===== src/rtl/instr_fetch_unit_if.sv =====
// Fetch-unit bus bundle: instruction-memory handshake plus the decode-side interface.
// The master side is the fetch unit; the slave side is memory/decode.
interface instr_fetch_unit_if;
  logic [31:0] Alt_PC_IN;
  logic        Request_Alt_PC_IN;
  logic        WANT_FREEZE_IN;
  logic        IMem_Req_OUT;
  logic [31:0] IMem_Addr_OUT;
  logic        IMem_Ack_IN;
  logic [31:0] IMem_Data_IN;
  logic [31:0] Instr1_OUT;
  logic [31:0] Instr_PC_OUT;
  logic [31:0] Instr_PC_Plus4_OUT;
  logic        Instr_Valid_OUT;

  modport master (
    input  Alt_PC_IN, Request_Alt_PC_IN, WANT_FREEZE_IN, IMem_Ack_IN, IMem_Data_IN,
    output IMem_Req_OUT, IMem_Addr_OUT, Instr1_OUT, Instr_PC_OUT, Instr_PC_Plus4_OUT,
           Instr_Valid_OUT
  );

  modport slave (
    output Alt_PC_IN, Request_Alt_PC_IN, WANT_FREEZE_IN, IMem_Ack_IN, IMem_Data_IN,
    input  IMem_Req_OUT, IMem_Addr_OUT, Instr1_OUT, Instr_PC_OUT, Instr_PC_Plus4_OUT,
           Instr_Valid_OUT
  );
endinterface


===== src/rtl/instr_fetch_unit.sv =====
// Fetch stage: PC generation, single-outstanding IMem requests with credit against a small
// fetch queue, redirect/squash handling, and one instruction (or bubble) per cycle to decode.
module instr_fetch_unit #(
  parameter logic [31:0] RESET_PC    = 32'h0040_0000,
  parameter logic [31:0] NOP_INSTR   = 32'h0000_0000,
  parameter int unsigned QUEUE_DEPTH = 2
) (
  input logic                CLK,
  input logic                RESET,
  instr_fetch_unit_if.master bus
);

  typedef enum logic [1:0] {StIdle, StReq, StSquash} state_e;

  typedef struct packed {
    logic [31:0] instr;
    logic [31:0] pc;
  } entry_t;

  localparam logic [2:0] Depth = 3'(QUEUE_DEPTH);

  state_e      state_q;
  logic [31:0] pc_q, addr_q;
  entry_t      q_q [QUEUE_DEPTH];
  entry_t      q_d [QUEUE_DEPTH];
  logic [2:0]  count_q, count_d, tail;

  logic [31:0] instr_q, ipc_q, ipc4_q;
  logic        valid_q;

  logic        redirect, freeze, ack, do_pop, do_push, space_ok;
  logic [31:0] alt_pc;
  logic        unused_alt_lsb;

  assign redirect       = bus.Request_Alt_PC_IN;
  assign freeze         = bus.WANT_FREEZE_IN;
  assign ack            = bus.IMem_Ack_IN;
  assign alt_pc         = {bus.Alt_PC_IN[31:2], 2'b00};
  assign unused_alt_lsb = ^bus.Alt_PC_IN[1:0];

  assign do_pop   = !redirect && !freeze && (count_q != 3'd0);
  assign do_push  = (state_q == StReq) && ack && !redirect;
  assign tail     = count_q - {2'b00, do_pop};
  // Occupancy after this edge's pop/push; the completing request no longer holds a credit.
  assign space_ok = count_d < Depth;

  always_comb begin
    q_d = q_q;
    if (do_pop) begin
      for (int i = 0; i < int'(QUEUE_DEPTH) - 1; i++) q_d[i] = q_q[i+1];
    end
    if (do_push) begin
      for (int i = 0; i < int'(QUEUE_DEPTH); i++) begin
        if (i == int'(tail)) q_d[i] = {bus.IMem_Data_IN, addr_q};
      end
    end
    count_d = redirect ? 3'd0 : tail + {2'b00, do_push};
  end

  always_ff @(posedge CLK or negedge RESET) begin
    if (!RESET) begin
      state_q <= StReq;
      pc_q    <= RESET_PC;
      addr_q  <= RESET_PC;
    end else begin
      unique case (state_q)
        StReq: begin
          if (redirect) begin
            pc_q <= alt_pc;
            if (ack) begin
              addr_q  <= alt_pc;
              state_q <= StReq;
            end else begin
              state_q <= StSquash;
            end
          end else if (ack) begin
            pc_q    <= pc_q + 32'd4;
            addr_q  <= pc_q + 32'd4;
            state_q <= space_ok ? StReq : StIdle;
          end
        end
        StSquash: begin
          if (redirect) pc_q <= alt_pc;
          if (ack) begin
            addr_q  <= redirect ? alt_pc : pc_q;
            state_q <= StReq;
          end
        end
        StIdle: begin
          if (redirect) begin
            pc_q    <= alt_pc;
            addr_q  <= alt_pc;
            state_q <= StReq;
          end else if (space_ok) begin
            addr_q  <= pc_q;
            state_q <= StReq;
          end
        end
        default: state_q <= StIdle;
      endcase
    end
  end

  always_ff @(posedge CLK or negedge RESET) begin
    if (!RESET) begin
      for (int i = 0; i < int'(QUEUE_DEPTH); i++) q_q[i] <= '0;
      count_q <= 3'd0;
      instr_q <= NOP_INSTR;
      ipc_q   <= 32'd0;
      ipc4_q  <= 32'd0;
      valid_q <= 1'b0;
    end else begin
      q_q     <= q_d;
      count_q <= count_d;
      if (do_pop) begin
        instr_q <= q_q[0].instr;
        ipc_q   <= q_q[0].pc;
        ipc4_q  <= q_q[0].pc + 32'd4;
        valid_q <= 1'b1;
      end else if (!freeze) begin
        // Covers an empty queue and a redirect that kills the wrong-path slot.
        instr_q <= NOP_INSTR;
        ipc_q   <= 32'd0;
        ipc4_q  <= 32'd0;
        valid_q <= 1'b0;
      end
    end
  end

  assign bus.IMem_Req_OUT       = ((state_q == StReq) || (state_q == StSquash)) && RESET;
  assign bus.IMem_Addr_OUT      = addr_q;
  assign bus.Instr1_OUT         = instr_q;
  assign bus.Instr_PC_OUT       = ipc_q;
  assign bus.Instr_PC_Plus4_OUT = ipc4_q;
  assign bus.Instr_Valid_OUT    = valid_q;

endmodule


===== src/flat_wrapper.sv =====
// flat-port wrapper written by rule: the top's interface ports become plain ports
module instr_fetch_unit_flat 
#(
  parameter logic [31:0] RESET_PC    = 32'h0040_0000,
  parameter logic [31:0] NOP_INSTR   = 32'h0000_0000,
  parameter int unsigned QUEUE_DEPTH = 2
)
  (CLK, RESET, bus_Alt_PC_IN, bus_Request_Alt_PC_IN, bus_WANT_FREEZE_IN, bus_IMem_Ack_IN, bus_IMem_Data_IN, bus_IMem_Req_OUT, bus_IMem_Addr_OUT, bus_Instr1_OUT, bus_Instr_PC_OUT, bus_Instr_PC_Plus4_OUT, bus_Instr_Valid_OUT);
  instr_fetch_unit_if bus_i ();
  input logic CLK;
  input logic RESET;
  input wire logic [$bits(bus_i.Alt_PC_IN)-1:0] bus_Alt_PC_IN;
  input wire logic [$bits(bus_i.Request_Alt_PC_IN)-1:0] bus_Request_Alt_PC_IN;
  input wire logic [$bits(bus_i.WANT_FREEZE_IN)-1:0] bus_WANT_FREEZE_IN;
  input wire logic [$bits(bus_i.IMem_Ack_IN)-1:0] bus_IMem_Ack_IN;
  input wire logic [$bits(bus_i.IMem_Data_IN)-1:0] bus_IMem_Data_IN;
  output wire logic [$bits(bus_i.IMem_Req_OUT)-1:0] bus_IMem_Req_OUT;
  output wire logic [$bits(bus_i.IMem_Addr_OUT)-1:0] bus_IMem_Addr_OUT;
  output wire logic [$bits(bus_i.Instr1_OUT)-1:0] bus_Instr1_OUT;
  output wire logic [$bits(bus_i.Instr_PC_OUT)-1:0] bus_Instr_PC_OUT;
  output wire logic [$bits(bus_i.Instr_PC_Plus4_OUT)-1:0] bus_Instr_PC_Plus4_OUT;
  output wire logic [$bits(bus_i.Instr_Valid_OUT)-1:0] bus_Instr_Valid_OUT;
  assign bus_i.Alt_PC_IN = bus_Alt_PC_IN;
  assign bus_i.Request_Alt_PC_IN = bus_Request_Alt_PC_IN;
  assign bus_i.WANT_FREEZE_IN = bus_WANT_FREEZE_IN;
  assign bus_i.IMem_Ack_IN = bus_IMem_Ack_IN;
  assign bus_i.IMem_Data_IN = bus_IMem_Data_IN;
  assign bus_IMem_Req_OUT = bus_i.IMem_Req_OUT;
  assign bus_IMem_Addr_OUT = bus_i.IMem_Addr_OUT;
  assign bus_Instr1_OUT = bus_i.Instr1_OUT;
  assign bus_Instr_PC_OUT = bus_i.Instr_PC_OUT;
  assign bus_Instr_PC_Plus4_OUT = bus_i.Instr_PC_Plus4_OUT;
  assign bus_Instr_Valid_OUT = bus_i.Instr_Valid_OUT;
  instr_fetch_unit #(.RESET_PC(RESET_PC), .NOP_INSTR(NOP_INSTR), .QUEUE_DEPTH(QUEUE_DEPTH)) u_core (.CLK(CLK), .RESET(RESET), .bus(bus_i));
endmodule

===== config.mk =====
export PLATFORM = sky130hd
export DESIGN_NAME = instr_fetch_unit_flat
export DESIGN_NICKNAME = d
export VERILOG_FILES = /design/src/rtl/instr_fetch_unit_if.sv /design/src/rtl/instr_fetch_unit.sv /design/src/flat_wrapper.sv
export SDC_FILE = /design/constraint.sdc
export NUM_CORES = 1
export LEC_CHECK = 0
export CAP_MARGIN = 20
export CORE_UTILIZATION = 59
export DETAILED_ROUTE_END_ITERATION = 8
export GPL_TIMING_DRIVEN = 1
export PLACE_DENSITY = 0.86
export SETUP_SLACK_MARGIN = 0.5
export SLEW_MARGIN = 10
export SYNTH_ARGS = -nofsm -noshare
export SYNTH_HDL_FRONTEND = slang
export SYNTH_SLANG_ARGS = --single-unit

===== constraint.sdc =====
create_clock -name CLK -period 7.1 [get_ports CLK]
set_input_delay 1.42 -clock CLK [delete_from_list [all_inputs] [get_ports CLK]]
set_output_delay 1.42 -clock CLK [all_outputs]
set_load 0.02 [all_outputs]

## Word-level counts from Yosys, hierarchy flattened

Cells that the tools add are included.

| storage, ports and cells | value |
|---|---|
| output and inout bits | 130 |
| flip-flop bits (word level) | 294 |
| logic and storage cells | 72 |

| operators by class | value |
|---|---|
| reductions and logical operators | 18 |
| eq/ne operators | 8 |
| add/sub/neg operators | 4 |
| $lt $le $gt $ge | 1 |
| muxes and demuxes | 29 |

Operator list:

| cell | number |
|---|---|
| 32-bit 2-to-1 mux | 12 |
| 64-bit 2-to-1 mux | 3 |
| 128-bit 2-to-1 mux | 1 |
| 32-bit case mux with 3 select lines | 1 |
| 32-bit by 3-bit adder with 32-bit output, second input constant | 2 |
| 32-bit case mux with 2 select lines | 1 |
| 2-bit 2-to-1 mux | 6 |
| 2-bit case mux with 3 select lines | 1 |
| 3-bit nonzero test | 2 |
| 1-bit logical AND | 5 |
| 2-bit inequality test, second input constant | 2 |
| 2-bit AND reduction | 2 |
| 4-bit AND reduction | 1 |
| 3-bit by 1-bit adder with 3-bit output | 1 |
| 2-bit by 3-bit equality test with 1-bit output, first input constant | 1 |
| 3-bit logical NOT | 1 |
| 3-bit by 2-bit less-than comparator with 1-bit output, second input constant | 1 |
| 1-bit 2-to-1 mux | 3 |
| 3-bit 2-to-1 mux | 1 |
| 3-bit by 2-bit inequality test with 1-bit output, second input constant | 1 |
| 3-bit inequality test, second input constant | 1 |
| 3-bit AND reduction | 1 |
| 3-bit by 1-bit subtractor with 3-bit output | 1 |
| 2-bit by 1-bit equality test with 1-bit output, second input constant | 1 |
| other kinds (7) | 8 |

## Logic depth before layout (Yosys ltp)

Gate-level depths: netlist of run 1.

| logic depth | value |
|---|---|
| word-level depth | 11 |
| gate-level depth with buffers | 15 |

## Least setup slack after synthesis of run 1

Ideal clock, no wire load.

| path | value |
|---|---|
| path type | input-to-reg |
| start point | input port bus_Request_Alt_PC_IN |
| end point | register u_core.addr_q[20] (netlist: u_core.bus.IMem_Addr_OUT[20]) |
| library setup time | 137 ps |
| arrival time | 3,777 ps |
| stages | 15 |
| slack | 3,185 ps |
| path buffers | 4 |
| data required time | 6,963 ps |
| cells stage by stage | clkbuf_1 > nor2_1 > o31ai_2 > clkbuf_1 > nor2_1 > ha_1 > inv_1 > ha_1 > xor3_1 > o211ai_1 > o211ai_1 > buf_2 > clkbuf_1 > nand2_1 > o21ai_0 |

| on the way | value |
|---|---|
| word-level cells in the longest chain between the ends | 9 |

Ends and longest elaborated chain:

| what | RTL line | RTL |
|---|---|---|
| from (decl) | flat_wrapper.sv:13 | `input wire logic [$bits(bus_i.Request_Alt_PC_IN)-1:0] bus_Request_Alt_PC_IN;` |
| 1-bit logical NOT | instr_fetch_unit.sv:41, instr_fetch_unit.sv:42 |  |
| 1-bit logical AND (2 in a row) | instr_fetch_unit.sv:41 | `assign do_pop = !redirect && !freeze && (count_q != 3'd0);` |
| 3-bit by 1-bit subtractor with 3-bit output | instr_fetch_unit.sv:43 | `assign tail = count_q - {2'b00, do_pop};` |
| 3-bit by 1-bit adder with 3-bit output | instr_fetch_unit.sv:57 | `count_d = redirect ? 3'd0 : tail + {2'b00, do_push};` |
| 3-bit 2-to-1 mux | instr_fetch_unit.sv:57 |  |
| 3-bit by 2-bit less-than comparator with 1-bit output | instr_fetch_unit.sv:45 | `assign space_ok = count_d < Depth;` |
| 3-bit by 2-bit inequality test with 1-bit output (no line) | n/a |  |
| 4-bit AND reduction (no line) | n/a |  |
| to (signal assigned) | instr_fetch_unit.sv:71 | `addr_q <= alt_pc;` |
| to (signal assigned) | instr_fetch_unit.sv:78 | `addr_q <= pc_q + 32'd4;` |
| to (signal assigned) | instr_fetch_unit.sv:85 | `addr_q <= redirect ? alt_pc : pc_q;` |
| to (decl) | instr_fetch_unit.sv:23 | `logic [31:0] pc_q, addr_q;` |

Several ways; a longest one is shown, not always the timed one. The select of a mux whose other input is x is not followed.
A chain may end at the register's enable or synchronous reset.

## Final worst setup path of run 1

| path | value |
|---|---|
| start point | input port bus_WANT_FREEZE_IN |
| end point | register u_core.q_q[49] (netlist bit) |

| on the way | value |
|---|---|
| word-level cells in the longest chain between the ends | 6 |

Ends and longest elaborated chain:

| what | RTL line | RTL |
|---|---|---|
| from (decl) | flat_wrapper.sv:14 | `input wire logic [$bits(bus_i.WANT_FREEZE_IN)-1:0] bus_WANT_FREEZE_IN;` |
| 1-bit logical NOT | instr_fetch_unit.sv:41 |  |
| 1-bit logical AND (2 in a row) | instr_fetch_unit.sv:41 |  |
| 3-bit by 1-bit subtractor with 3-bit output | instr_fetch_unit.sv:43 |  |
| 2-bit by 3-bit equality test with 1-bit output | instr_fetch_unit.sv:54 | `if (i == int'(tail)) q_d[i] = {bus.IMem_Data_IN, addr_q};` |
| 2-bit AND reduction (no line) | n/a |  |
| to (signal assigned) | instr_fetch_unit.sv:113 | `q_q <= q_d;` |
| to (decl) | instr_fetch_unit.sv:24 | `entry_t q_q [QUEUE_DEPTH];` |

No other way between the ends.

==> summary.md, run 1 <==
| Metric | Value |
|---|---|
| Status | `complete, but fails checks` |
| Failing checks | `design-rule violations` |
| Reg area | `7310 sq um` |
| GRT Total Usage | `29.6%` |
| Avg Inst Size Synth | `10.4 sq um` |
| RSZ-0062 raised after global routing | `no` |
| Psw | `2.28 mW` |
| Initial antenna violation count | `1` |
| CTS HTree Levels | `1` |
| CTS clk-pin slew, worst paths | `0.06 ns` |
| Measured slew at the worst slew-check pin | `1.04 ns` |
| Final setup viols | `0` |
| Worst ir drop on vdd | `0.212 mV` |
| FP Rows | `54` |
| CP max FO | `97` |
| Residual DRC | `16` |
| Clock Tree Root | `clkbuf_16` |
| Clk pwr share | `23.7%` |
| Final hold viol count | `0` |
| Area Growth Syn to Fin | `22.4%` |
| Port bufs | `196` |
| Largest net degree at the start of global routing | `99` |
| Post-cts resize count | `0` |
| Core Area | `22000 sq um` |
| Final wirelength | `33.9 mm` |
| Post-place setup slack | `2.27 ns` |
| Congestion Overflow GR | `0` |
| Min Clock Period, post-route | `4.24 ns` |
| Top achievable clock speed | `236 MHz` |
| End point of the critical path | `u_core.q_q[49]` |
| Crit path from | `bus_WANT_FREEZE_IN` |
| Placed Cells | `1682` |
| Lkg Pwr | `7.07 nW` |
| Net Sw Frac | `35.9%` |
| Clock Skew | `0.00693 ns` |
| Crit end category | `flip-flop` |
| Total CTS buffers | `29` |
| Via density | `6.19` |
| Vias | `10.7k` |
| Die X | `152 um` |
| Non-filler cells, final | `1733` |
| R2R setup slack | `4.13 ns` |
| Max Transition Viols Final | `0` |
| Post-DP HPWL | `21.7 mm` |
| Initial Utilization | `60.6%` |
| Highest-count cells in the layout ignoring fill and taps | `dfrtp_1 (289), nand2_1 (232), clkdlybuf4s50_1 (193)` |
| Max-slew headroom | `30.7%` |
| FFs w/ async S/R, synth | `100%` |
| CTS sink count | `292` |
| Post-synth EDFFs | `0` |
| Seq pwr share | `45.0%` |
| Synthesized Nets | `1364` |
| Ys Warns | `0` |
| Multi-input logic area | `5540 sq um` |
| Setup TNS | `0 ns` |
| Pwr dens | `390 nW/um^2` |
| Antenna viol nets, final | `0` |
| Worst setup SP type | `input port` |
| Critical Path RT | `7.52 ns` |
| Max Root-Sink Buffers | `3` |
| Placer Congestion | `0.885` |
| WP data arrival | `4.66 ns` |
| Hold Buf Count CTS | `0` |
| Iteration-0 DRC Markers | `822` |
| Clk Latency, worst-skew pair | `0.54 ns` |
| # nets final | `1511` |
| Drt wl/cell | `19.6 um` |
| Layout cells sized above 1 | `11.2%` |
| Synth Register Bits | `292` |
| Hold slack | `0.485 ns` |
| R2R cell count | `8` |
| # Post-CTS Setup Buffers | `0` |
| Ports | `199` |
| Hold Crit Class | `flip-flop to flip-flop` |
| Crit path kind | `input port to flip-flop` |
| Worst r2r src | `u_core.count_q[2]` |
| Internal Power | `4.07 mW` |
| Comb power frac | `31.3%` |
| R2r endpoint | `u_core.q_q[49]` |
| CTS tree | `done` |
| Max-cap violations | `0` |
| Die height | `152 um` |
| Post-Syn Instances | `1286` |
| Fillers | `1462` |
| Die area | `23200 sq um` |
| DR pass1 iterations | `7` |
| First-pass GRT wire length | `55.7 mm` |
| Final worst path period share | `59.7%` |
| Most common cell after layout, fill and taps aside | `dfrtp_1` |
| Top FF cell, synth | `dfrtp_1` |
| Register area share after synthesis | `54.9%` |
| Post-Syn Area | `13300 sq um` |
| Final worst slack | `2.86 ns` |
| Vias in the first global route | `10.6k` |
| Post-synthesis cell type count | `65` |
[through the flow]
stage	cell area [sq um]	power, mW	util [%]
floorplan	13300	3.95	-
global placement	15400	4.68	69.9
finish	16300	6.35	74.2
detailed placement	15400	4.80	69.9
global route	16300	6.67	74.2
CTS	16300	6.35	74.2
[power groups by stage]
stage	Sequential (mW)	Combinational, mW	Clock (mW)
2_1_floorplan	2.84	1.11	0
3_3_place_gp	2.80	1.88	0
3_5_place_dp	2.84	1.96	0
4_1_cts	2.83	1.99	1.53
5_1_grt	2.93	2.16	1.59
6_report	2.86	1.99	1.51
[final cells by class]
cell class | instances | share of cell area, %
tap | 280 | 2.15
sequential | 292 | 44.9
timing repair buffer | 212 | 12.8
antenna | 1 | 0.0154
inverter | 20 | 0.461
clock inverter | 6 | 0.522
clock buffer | 44 | 5.23
multi-input combinational | 878 | 34.0
[logic make-up (layout without fill, tap and decap cells)]
group / Yosys count / count (layout) / share of synthesized area (%)
AO/OA/AOI/OAI: 286 / 286 / 14.5
XOR/XNOR: 39 / 39 / 2.68
adder cells (fa/ha/maj): 9 / 9 / 0.846
buffers and inverters: 116 / 282 / 3.54
flip-flops: 292 / 292 / 54.9
multiplexers: 99 / 99 / 8.29
AND/OR/NAND/NOR: 445 / 445 / 15.2
other: 0 / 1 / 0
[worst min-delay path by stage]
| stage | cells after the start | slack, ns | endpoint | startpoint |
|---|---|---|---|---|
| CTS | 2 | 0.48 | u_core.bus.Instr_Valid_OUT | u_core.bus.Instr_Valid_OUT |
| detailed placement | 2 | 0.47 | u_core.bus.Instr_Valid_OUT | u_core.bus.Instr_Valid_OUT |
| global route | 1 | 0.50 | u_core.bus.Instr1_OUT[19] | u_core.q_q[115] |
| global placement | 2 | 0.46 | u_core.bus.Instr_Valid_OUT | u_core.bus.Instr_Valid_OUT |
| floorplan | 1 | 0.45 | u_core.pc_q[0] | u_core.pc_q[0] |
| finish | 1 | 0.49 | u_core.bus.Instr1_OUT[6] | u_core.q_q[102] |
[critical path, stage by stage]
cell and delay (ns):
buf_4 0.73, nor2_1 0.25, o31ai_4 0.14, nor2_1 0.07, ha_1 0.22, xnor2_1 0.14
and3_1 0.18, and2_2 0.65, buf_4 0.44, mux2_2 0.39
[synth_stat cells, types with 3 or more instances]
cell	n	area share, %
nand3_1	23	0.86
o21ai_0	82	3.1
a31oi_1	65	3.1
mux2_2	82	6.9
buf_1	6	0.17
a21boi_0	3	0.17
o2bb2ai_1	4	0.26
a22o_1	69	4.5
or3_1	3	0.14
buf_2	17	0.64
a21o_1	5	0.28
inv_1	20	0.56
xor2_1	14	0.92
ha_1	9	0.85
and2_1	9	0.42
nor2_1	90	2.5
mux2i_1	15	1.1
nor4_2	4	0.38
or4_1	3	0.17
nand4_1	16	0.75
nor4_1	17	0.80
xnor2_1	24	1.6
o31ai_1	12	0.68
nor2b_1	3	0.14
nand2_1	232	6.5
and3_1	6	0.28
dfstp_2	3	0.59
o21ai_1	3	0.11
dfrtp_1	289	54
o211ai_1	3	0.17
clkbuf_1	70	2.0
nor3_1	17	0.64
and4_1	10	0.66
a21oi_1	17	0.64
[state kept, by name, indices dropped and copies added (netlist names)]
signal and count:
u_core.bus.IMem_Addr_OUT 32, u_core.bus.Instr1_OUT 32, u_core.bus.Instr_PC_OUT 30, u_core.bus.Instr_PC_Plus4_OUT 32, u_core.bus.Instr_Valid_OUT 1, u_core.count_q 3, u_core.pc_q 32, u_core.q_q 128
u_core.state_q 2
[layer usage]
metal,up-vias,part of all wire (%),track usage [%],wire length (um)
li1,4864,-,-,-
met1,5349,41,40.7,14000
met2,443,48,47.7,16400
met3,77,7.2,5.01,2450
met4,0,3.2,11.1,1070
met5,-,0,0,0
Note: power is estimated with default switching activity, not from simulation.
==> run 2, diff against run 1 <==
Settings changed: CORE_UTILIZATION 59 to 55, PLACE_DENSITY 0.86 to 0.81.
Clock period 7.1 ns to 4.1 ns, I/O delays scaled along.
==> summary.md, run 2 (same netlist as run 1, synthesis figures left out) <==
| Metric | Value |
|---|---|
| First-pass GRT wire length | `51.7 mm` |
| Initial antenna violation count | `0` |
| Port bufs | `196` |
| Post-cts resize count | `0` |
| WP data arrival | `2.15 ns` |
| Die area | `24800 sq um` |
| End point of the critical path | `bus_IMem_Req_OUT` |
| Min Clock Period, post-route | `2.97 ns` |
| Iteration-0 DRC Markers | `902` |
| Antenna viol nets, final | `0` |
| Final wirelength | `32.6 mm` |
| Crit path kind | `flip-flop to output pin` |
| Core Area | `23600 sq um` |
| R2R cell count | `10` |
| Area Growth Syn to Fin | `23.8%` |
| Levels on crit path | `4` |
| Worst path cell trace | `inv_1 > ha_1 > and2_1 > clkdlybuf4s50_1` |
| Setup TNS | `0 ns` |
| Die height | `158 um` |
| Post-place setup slack | `0.685 ns` |
| Worst setup SP type | `flip-flop` |
| CTS sink count | `292` |
| Die X | `158 um` |
| Max Root-Sink Buffers | `3` |
| Fillers | `1742` |
| GRT Total Usage | `26.2%` |
| CP max-delay cell | `clkdlybuf4s50_1` |
| Max-cap violations | `0` |
| Max Transition Viols Final | `0` |
| Via density | `5.93` |
| Status | `finished, final reports clean` |
| Critical Path RT | `3.28 ns` |
| Final hold viol count | `0` |
| Clk Latency, worst-skew pair | `0.55 ns` |
| Crit path from | `u_core.state_q[0]` |
| Max-slew headroom | `33.1%` |
| Congestion Overflow GR | `0` |
| Placer Congestion | `0.868` |
| Ports | `199` |
| Clock Tree Root | `clkbuf_16` |
| Largest register FFs | `128` |
| Total CTS buffers | `30` |
| Worst ir drop on vdd | `0.361 mV` |
| Largest Register | `u_core.q_q` |
| Pwr dens | `676 nW/um^2` |
| Final instance area | `16500 sq um` |
| Largest net degree at the start of global routing | `184` |
| CTS clk-pin slew, worst paths | `0.06 ns` |
| Hold Crit Class | `input port to asynchronous set/reset pin` |
| N_diodes | `0` |
| Final worst path period share | `72.6%` |
| Residual DRC | `0` |
| Crit end category | `output pin` |
| Final worst slack | `1.13 ns` |
| Post-DP HPWL | `21.5 mm` |
| Crit-path leading delay family | `buffers and inverters` |
| RSZ-0062 raised after global routing | `no` |
| Worst r2r src | `u_core.count_q[2]` |
| CP max FO | `4` |
| Measured slew at the worst slew-check pin | `1.00 ns` |
| # nets final | `1512` |
| Clock Skew | `0.0134 ns` |
| Drt wl/cell | `18.4 um` |
| Lkg Pwr | `7.13 nW` |
| Vias in the first global route | `9687` |
| FP Rows | `56` |
| Top achievable clock speed | `336 MHz` |
| Vias | `10.5k` |
| R2r endpoint | `u_core.bus.IMem_Addr_OUT[21]` |
| CTS HTree Levels | `1` |
| Hold Buf Count CTS | `0` |
| DR pass1 iterations | `8` |
| Total Power | `11.1 mW` |
| Post-DP Area | `15500 sq um` |
| Layout cells sized above 1 | `11.5%` |
| CP max stage delay | `0.61 ns` |
| # Post-CTS Setup Buffers | `0` |
| Most common cell after layout, fill and taps aside | `dfrtp_1` |
| Initial Utilization | `56.4%` |
| Worst path bufs/invs | `2` |
| R2R setup slack | `1.16 ns` |
| CTS tree | `done` |
| Final setup viols | `0` |
| Highest-count cells in the layout ignoring fill and taps | `dfrtp_1 (289), nand2_1 (232), clkdlybuf4s50_1 (193)` |
==> run 2: changes by cell type in the layout (fill, tap and decap cells not counted), moves of 2 or more <==
cell and delta:
buf_12 +4, buf_4 -4, clkbuf_1 -2, clkbuf_16 +2
==> run 2: stage by stage <==
stage | instances | hold WS [ns] | utilization, %
6_report | 1774 | 0.162 | 69.8
5_1_grt | 1774 | 0.180 | 69.8
4_1_cts | 1774 | 0.173 | 69.8
3_5_place_dp | 1721 | 0.470 | 65.5
3_3_place_gp | 1721 | 0.465 | 65.5
2_1_floorplan | 1286 | 0.454 | -
==> run 2: cell type report <==
cell class	instances	area [sq um]	share of cell area, %
Clock buffer	44	895	5.43
Multi-Input combinational cell	878	5540	33.6
Sequential cell	292	7310	44.4
Timing Repair Buffer	212	2130	12.9
Inverter	20	75.1	0.456
Clock inverter	9	129	0.782
Tap cell	319	399	2.42
==> run 2: power breakdown <==
group,internal [mW],leakage (nW),switching [mW]
Clock,1.69,0.498,1.13
Combinational,1.62,2.88,1.78
Sequential,3.89,3.75,1.03
==> run 2: worst min-delay path by stage <==
stage                     cells past startpoint                        from  slack (ns)                    endpoint
after global placement                        2  u_core.bus.Instr_Valid_OUT        0.46  u_core.bus.Instr_Valid_OUT
after global routing                          1                       RESET        0.18             u_core.q_q[113]
after floorplan                               1              u_core.pc_q[0]        0.45              u_core.pc_q[0]
final                                         1                       RESET        0.16   u_core.bus.Instr1_OUT[17]
after detailed placement                      2  u_core.bus.Instr_Valid_OUT        0.47  u_core.bus.Instr_Valid_OUT
after CTS                                     1                       RESET        0.17   u_core.bus.Instr1_OUT[17]
==> run 2: layer usage <==
metal	vias up	part of all wire, %	wire length, um	track usage (%)
li1	4860	-	-	-
met1	5182	45	14700	39.0
met2	408	46	14900	39.9
met3	68	6.8	2230	4.02
met4	0	2.8	906	7.58
met5	-	0	0	0
==> run 3, diff against run 2 <==
Clock period 4.1 ns to 3 ns, I/O delays scaled along.
==> summary.md, run 3 (same netlist as run 1, synthesis figures left out) <==
| Metric | Value |
|---|---|
| Vias | `10.8k` |
| Layout cells sized above 1 | `16.1%` |
| Max Root-Sink Buffers | `3` |
| Hold slack | `0.176 ns` |
| Crit path kind | `flip-flop to flip-flop` |
| M1 GR Usage | `41.3%` |
| Die height | `158 um` |
| Vias in the first global route | `10.5k` |
| FP Rows | `56` |
| Non-filler cells, final | `1807` |
| First-pass GRT wire length | `54.9 mm` |
| Initial Utilization | `56.4%` |
| WP data arrival | `3.16 ns` |
| DR pass1 iterations | `5` |
| Status | `finished, final reports clean` |
| CP max FO | `8` |
| Largest net degree at the start of global routing | `176` |
| Clk Latency, worst-skew pair | `0.54 ns` |
| Max Transition Viols Final | `0` |
| Pwr dens | `917 nW/um^2` |
| Die area | `24800 sq um` |
| Iteration-0 DRC Markers | `976` |
| Min Clock Period, post-route | `2.75 ns` |
| Post-DP HPWL | `22.1 mm` |
| Setup TNS | `0 ns` |
| Lkg Pwr | `7.39 nW` |
| Highest-count cells in the layout ignoring fill and taps | `dfrtp_1 (287), nand2_1 (225), clkdlybuf4s50_1 (192)` |
| Via density | `5.99` |
| Final wirelength | `35.1 mm` |
| Worst setup SP type | `flip-flop` |
| Final worst path period share | `91.8%` |
| Largest register FFs | `128` |
| Residual DRC | `0` |
| Drt wl/cell | `19.4 um` |
| Clock Tree Root | `clkbuf_16` |
| Placer Congestion | `0.934` |
| RSZ-0062 raised after global routing | `yes` |
| Port bufs | `196` |
| Final hold viol count | `0` |
| Placed Cells | `1732` |
| Measured slew at the worst slew-check pin | `1.02 ns` |
| Top achievable clock speed | `363 MHz` |
| Most common cell after layout, fill and taps aside | `dfrtp_1` |
| Total CTS buffers | `29` |
| Antenna viol nets, final | `0` |
| Final setup viols | `0` |
| GRT Total Usage | `28.1%` |
| Most Crowded Layer GR | `met2` |
| # nets final | `1544` |
| Critical Path RT | `3.41 ns` |
| Grt met2 use | `43.5%` |
| Post-place setup slack | `0.0513 ns` |
| Die X | `158 um` |
| Worst ir drop on vdd | `0.510 mV` |
| N_diodes | `0` |
| CTS clk-pin slew, worst paths | `0.06 ns` |
| Max-slew headroom | `32.2%` |
| Congestion Overflow GR | `0` |
| Final worst slack | `0.247 ns` |
| Clock Skew | `0.0134 ns` |
| CTS HTree Levels | `1` |
| CTS tree | `done` |
| Core Area | `23600 sq um` |
| CTS sink count | `292` |
| Largest Register | `u_core.q_q` |
| Max-cap violations | `0` |
| Ports | `199` |
| Initial antenna violation count | `0` |
| Hold Crit Class | `input port to asynchronous set/reset pin` |
| Grt met3 use | `3.59%` |
| Crit end category | `flip-flop` |
| Area Growth Syn to Fin | `27.7%` |
run 3: path summary, 6_finish.rpt:
kind,from,to,slack [ns],depth (start not counted)
min,RESET,u_core.bus.Instr_PC_Plus4_OUT[1],0.18,2
max in group asynchronous,RESET,u_core.count_q[0],1.99,2
min reg2reg,u_core.bus.Instr_PC_Plus4_OUT[15],u_core.bus.Instr_PC_Plus4_OUT[15],0.49,2
max,u_core.count_q[1],u_core.bus.IMem_Addr_OUT[2],0.25,13
min in group CLK,u_core.bus.Instr_PC_Plus4_OUT[15],u_core.bus.Instr_PC_Plus4_OUT[15],0.49,2
max reg2reg,u_core.count_q[1],u_core.bus.IMem_Addr_OUT[2],0.25,13
run 3: power breakdown:
| part | internal [mW] | switching (mW) |
|---|---|---|
| Clock | 2.05 | 1.49 |
| Sequential | 5.32 | 1.46 |
| Combinational | 2.56 | 2.70 |
| Total | 9.93 | 5.66 |
run 3: per-stage QoR:
step                cell area (sq um)  power (mW)  util, %
floorplan                       13400        9.41        -
global placement                15600        11.2     66.0
detailed placement              15600        11.5     66.0
CTS                             16700        15.2     70.8
global route                    17000        16.4     72.0
finish                          17000        15.6     72.0
run 3: layout make-up:
class / instances / area (sq um)
clock buffers: 40 / 807
clock inverters: 13 / 120
fillers: 1642 / 6610
inverters: 20 / 75.1
multi-input cells: 878 / 5830
flip-flops and latches: 292 / 7310
well taps: 319 / 399
repair buffers: 245 / 2460
run 3: per-layer routing:
| metal | vias to the layer above | part of all wire (%) | wire [um] |
|---|---|---|---|
| li1 | 4924 | - | - |
| met1 | 5364 | 43 | 15200 |
| met2 | 466 | 47 | 16500 |
| met3 | 73 | 6.9 | 2430 |
| met4 | 0 | 2.7 | 944 |
| met5 | - | 0 | 0 |
run 3: critical path: stages, from the launching register on:
cell and delay [ns]:
dfrtp_1 0.42, o31ai_4 0.34, buf_4 0.18, o21ai_4 0.06, ha_4 0.19, ha_4 0.15
xor3_1 0.22, o211ai_1 0.23, o211ai_1 0.25, buf_4 0.23, buf_6 0.11, buf_8 0.12
nand2_2 0.07, o21ai_2 0.05
run 3: repair_timing:
action                                  CTS  global route
setup buffers                            11             7
pin swaps                                 6            14
cloned                                    2             2
resized for setup                        27            53
hold buffers                              0             0
endpoints found under the setup margin  107           107
